--- config.mk ---
export PLATFORM = sky130hd
export DESIGN_NAME = gate_sweep_ctrl
export DESIGN_NICKNAME = d
export VERILOG_FILES = /design/src/rtl/gate_sweep_pkg.sv /design/src/rtl/settle_timer.sv /design/src/rtl/gate_sweep_ctrl.sv
export SDC_FILE = /design/constraint.sdc
export NUM_CORES = 1
export LEC_CHECK = 0
export ABC_AREA = 1
export ABC_CLOCK_PERIOD_IN_PS = 1770
export BUFFER_PORTS_ARGS = -buffer_cell sky130_fd_sc_hd__buf_2
export CORE_ASPECT_RATIO = 1.4
export CORE_MARGIN = 5
export CORE_UTILIZATION = 51
export DETAILED_ROUTE_END_ITERATION = 6
export PLACE_DENSITY = 0.75
export SLEW_MARGIN = 20
export SYNTH_ARGS = -nofsm -noshare
export SYNTH_HDL_FRONTEND = slang
export SYNTH_HIERARCHICAL = 1
export SYNTH_SLANG_ARGS = --single-unit
export TNS_END_PERCENT = 30
--- constraint.sdc ---
create_clock -name clk -period 1.77 [get_ports clk]
set_input_delay 0.2655 -clock clk [delete_from_list [all_inputs] [get_ports clk]]
set_output_delay 0.2655 -clock clk [all_outputs]
set_load 0.05 [all_outputs]
--- src/rtl/gate_sweep_pkg.sv ---
// Shared types and constants for the two-input gate sweep controller.
// State encodings, vector count and reference truth tables (bit i = y for {a,b}=i).
package gate_sweep_pkg;

    localparam int N_VEC = 4;

    typedef enum logic [1:0] {
        ST_IDLE   = 2'd0,
        ST_SETTLE = 2'd1,
        ST_CHECK  = 2'd2,
        ST_DONE   = 2'd3
    } state_e;

    localparam logic [3:0] TT_NOR  = 4'b0001;
    localparam logic [3:0] TT_AND  = 4'b1000;
    localparam logic [3:0] TT_OR   = 4'b1110;
    localparam logic [3:0] TT_NAND = 4'b0111;
    localparam logic [3:0] TT_XOR  = 4'b0110;

    typedef struct packed {
        logic       pass;
        logic [2:0] err_count;
        logic [3:0] fail_vec;
    } sweep_result_t;

endpackage

--- src/rtl/settle_timer.sv ---
// Loadable down-counter that times how long each vector is held before sampling.
// Loading SETTLE-1 makes the zero flag rise after exactly SETTLE cycles in the settle state.
module settle_timer #(
    parameter int SETTLE = 2
) (
    input  logic clk,
    input  logic rst_n,
    input  logic load,
    input  logic en,
    output logic zero
);

    logic [7:0] cnt;

    always_ff @(posedge clk or negedge rst_n) begin
        if (!rst_n) begin
            cnt <= 8'd0;
        end else if (load) begin
            cnt <= 8'(SETTLE - 1);
        end else if (en && !zero) begin
            cnt <= cnt - 8'd1;
        end
    end

    assign zero = (cnt == 8'd0);

endmodule

--- src/rtl/gate_sweep_ctrl.sv ---
// Drives all four {a,b} vectors into a two-input gate, holds each for SETTLE cycles,
// then compares y against a latched truth table and reports per-vector mismatches.
module gate_sweep_ctrl
    import gate_sweep_pkg::*;
#(
    parameter int SETTLE = 2
) (
    input  logic       clk,
    input  logic       rst_n,
    input  logic       start,
    input  logic [3:0] truth_table,
    output logic       a,
    output logic       b,
    input  logic       y,
    output logic       busy,
    output logic       done,
    output logic       pass,
    output logic [2:0] err_count,
    output logic [3:0] fail_vec
);

    localparam logic [1:0] S_IDLE   = ST_IDLE;
    localparam logic [1:0] S_SETTLE = ST_SETTLE;
    localparam logic [1:0] S_CHECK  = ST_CHECK;
    localparam logic [1:0] S_DONE   = ST_DONE;
    localparam logic [1:0] LAST_VEC = 2'(N_VEC - 1);

    logic [1:0]    state, state_nx;
    logic [1:0]    vec;
    logic [3:0]    latched_tt;
    sweep_result_t res;
    logic          tmr_load, tmr_en, tmr_zero;
    logic          mismatch;
    logic [2:0]    err_nx;

    settle_timer #(.SETTLE(SETTLE)) u_settle (
        .clk   (clk),
        .rst_n (rst_n),
        .load  (tmr_load),
        .en    (tmr_en),
        .zero  (tmr_zero)
    );

    // 4-state compare so an undriven or X gate output is caught as a failure
    assign mismatch = (y !== latched_tt[vec]);
    assign err_nx   = res.err_count + {2'b00, mismatch};

    always_comb begin
        state_nx = state;
        tmr_load = 1'b0;
        tmr_en   = 1'b0;
        case (state)
            S_IDLE: begin
                if (start) begin
                    state_nx = S_SETTLE;
                    tmr_load = 1'b1;
                end
            end
            S_SETTLE: begin
                tmr_en = 1'b1;
                if (tmr_zero) state_nx = S_CHECK;
            end
            S_CHECK: begin
                if (vec == LAST_VEC) begin
                    state_nx = S_DONE;
                end else begin
                    state_nx = S_SETTLE;
                    tmr_load = 1'b1;
                end
            end
            default: state_nx = S_IDLE;
        endcase
    end

    always_ff @(posedge clk or negedge rst_n) begin
        if (!rst_n) begin
            state      <= S_IDLE;
            vec        <= 2'd0;
            latched_tt <= 4'd0;
            res        <= '0;
            a          <= 1'b0;
            b          <= 1'b0;
            busy       <= 1'b0;
            done       <= 1'b0;
        end else begin
            state <= state_nx;
            busy  <= (state_nx != S_IDLE);
            done  <= (state_nx == S_DONE);
            case (state)
                S_IDLE: begin
                    if (start) begin
                        latched_tt <= truth_table;
                        res        <= '0;
                        vec        <= 2'd0;
                        {a, b}     <= 2'b00;
                    end
                end
                S_CHECK: begin
                    if (mismatch) begin
                        res.err_count <= err_nx;
                        res.fail_vec[vec] <= 1'b1;
                    end
                    if (vec == LAST_VEC) begin
                        // pass is resolved on the DONE entry edge so it is valid alongside done
                        res.pass <= (err_nx == 3'd0);
                    end else begin
                        vec    <= vec + 2'd1;
                        {a, b} <= vec + 2'd1;
                    end
                end
                default: ;
            endcase
        end
    end

    assign pass      = res.pass;
    assign err_count = res.err_count;
    assign fail_vec  = res.fail_vec;

endmodule
==> out/metrics.cfg <==
[run_status]
status = finished clean

[critical_path]
critPathTopFamily = simple AND/OR/NAND/NOR gates
worst-path-stages = 11
crit_chain = inv_4, nand2_2, nand3_4, nand2_4, nand2_4, nand2_4, ha_4, ha_4, xnor2_2, nand3_1, o21ai_1
path_class = reg2reg
r2r-end = pass
end_kind = register
critPathBufInv = 1
crit_path_max_fanout = 6
cpMostUsedCell = nand2_4
reg2reg_depth = 11
crit_slowest_cell = dfrtp_2
reg2reg_slack_ns = 0.07
worstPathArrival_ns = 1.89
crit_required_ns = 1.97
cpPeakStageDelay_ns = 0.44
reg2reg_from = vec[0]
critPathLaunchType = register

[timing]
final.setup.worst_slack_ns = 0.07488
final.min_clock_period_ns = 1.695
finalSetupViolCount = 0
fin_crit_sh = 0.9577
slew_headroom = 0.6130
drv_slew = 0
skew_ns = 0.004121
timing.setup.tns_ns = 0
tightest_slew_ns = 0.5805
fmax_mhz = 589.9
finalHoldViolations = 0
fin_hold_ws_ns = 0.1841

[synth]
yosys.area.top_type_share = 0.4475
ys_ff_latch = 26
yosys.cell_count.top_type = nand2_1
async_reset_ff_frac = 1.000
avgSynthCellArea_um2 = 8.168
ys_types = 25
yosysSeqAreaShare = 0.4475
ys_top_cells_by_area = dfrtp_1, nand2_1, ha_1
synth_edf_count = 0
yosysWarnings = 6
syn-instance-count = 178
synth_area_um2 = 1454
syn_nets = 194
synth_area_leader_cell = dfrtp_1
post_synth_most_frequent_cells = nand2_1, dfrtp_1, nand3_1, nor2_1, inv_1
ys.flop_type = dfrtp_1

[grt]
grt_pass1_vias = 1307
overflow = 0
grt_pass1_wl_mm = 5.478
grt_usage = 0.1868
grt_max_degree = 27
antenna_found_initial = 0

[cells_and_area]
diodes = 0
final_nets = 225
final_cell_area_um2 = 1805
area_growth_pct = 24.18
post-route-util = 0.6468
layout-drive-gt1-share = 0.2981
fill_cells = 242

[route]
drt_wl_total_mm = 3.360
drcViolationCount = 0
via_count = 1275
antenna_left = 0
wl_met1_mm = 1.293
routed.top_layer = met4
met2WireLength_mm = 1.841
drtIter0Drc = 25
wl_per_cell_um = 13.71
dr.pass1.iters = 4
vias_per_cell = 5.204
wl_met3_um = 93

[worst_hold_path]
hold_depth = 3
worstHoldStart = truth_table[0]
hp-class = in2reg
min_to = latched_tt[0]

[floorplan]
die_h_um = 73.18
initial_core_util = 0.5208
dieArea_um2 = 4034
ios = 20
coreArea_um2 = 2791
rows = 23
die_w_um = 55.13

[clocking]
cts.sinks = 26
insertion_delay_ns = 0.27
clock-root-buffer = clkbuf_8
htree_levels = 1
clk_path_buf_depth = 2
clk_pin_slew_worst_paths_ns = 0.08
cts_made_buffers = 3
cts_tree = done

[placement]
portBuffers = 19
place_area_um2 = 1613
post-place-ws_ns = -0.01449
globalplace.congestion = 0.8180
hpwl_mm = 2.341

[power_and_ir_drop]
max-vdd-ir-drop_mv = 0.8440
power_leakage_nw = 0.9801
powerDensity_nw_per_um2 = 1511

[job]
drv_cap = 0

[placed cells by master (no fill, tap or decap), types with 3 or more instances in the layout]
master / Yosys / layout
inv_1: 14 / 13
nor2_1: 16 / 15
buf_4: 0 / 7
inv_2: 4 / 4
dfrtp_1: 26 / 24
ha_1: 8 / 6
nor2_2: 3 / 4
nand2_2: 1 / 3
nand2_4: 1 / 4
nand2_1: 60 / 55
nand4_1: 8 / 8
buf_2: 1 / 19
nand3_1: 18 / 15
o21ai_1: 3 / 3
clkbuf_8: 0 / 4
[layout make-up]
cell class	count	area (um2)	area share
repair buffers	27	157.7	0.08732
well taps	37	46.29	0.02564
inverters	19	76.32	0.04227
multi-input cells	132	817.0	0.4525
flip-flops and latches	26	653.1	0.3617
clock buffers	4	55.05	0.03049
[kinds of logic after synthesis]
group / Yosys count / share of synthesized area
AO/OA/AOI/OAI: 9 / 0.04561
XOR/XNOR: 2 / 0.01205
adder cells (fa/ha/maj): 8 / 0.06885
buffers and inverters: 20 / 0.05421
flip-flops: 26 / 0.4475
AND/OR/NAND/NOR: 113 / 0.3718
[power breakdown]
part	total, W	internal (W)	switching (W)
registers	0.000930	0.000767	0.000163
logic	0.00142	0.000484	0.000936
clock network	0.000377	0.000199	0.000178
[through the flow]
step / total power [W] / instances
floorplan: 0.001924 / 178
finish: 0.002728 / 245
global placement: 0.002153 / 234
detailed placement: 0.002219 / 234
global route: 0.002957 / 245
CTS: 0.002617 / 240
[how the worst max path moves through the flow]
stage          startpoint    to
2_1_floorplan      vec[0]  pass
3_3_place_gp            a  pass
3_5_place_dp       vec[0]  pass
4_1_cts            vec[0]  pass
5_1_grt            vec[0]  pass
6_report           vec[0]  pass
[routing by layer]
layer,track usage,vias up
li1,-,630
met1,0.2047,611
met2,0.3237,22
met3,0.02658,12
met4,0.1135,0
met5,0,-
[worst reg2reg max path: stages (launching register included)]
cell and delay (ns):
dfrtp_2 0.44, inv_4 0.09, nand2_2 0.07, nand3_4 0.08, nand2_4 0.07, nand2_4 0.07, nand2_4 0.06, ha_4 0.16
ha_4 0.16, xnor2_2 0.17, nand3_1 0.10, o21ai_1 0.14
[registers in the layout (all words and copies together), names as in the netlist]
register      cells
a                 1
state             2
u_settle/cnt      8
err_count         3
latched_tt        4
done              1
pass              1
vec               1
fail_vec          4
busy              1
[timing repair]
action / 4_1_cts / 5_1_grt
setup endpoints to repair: 2 / 3
gates resized for setup: 2 / 15
hold buffers: 1 / 0
setup buffers: 1 / 5
hold endpoints to repair: 1 / 0
pin swaps: 0 / 7
No activity file was read; power rests on OpenSTA's default activity.
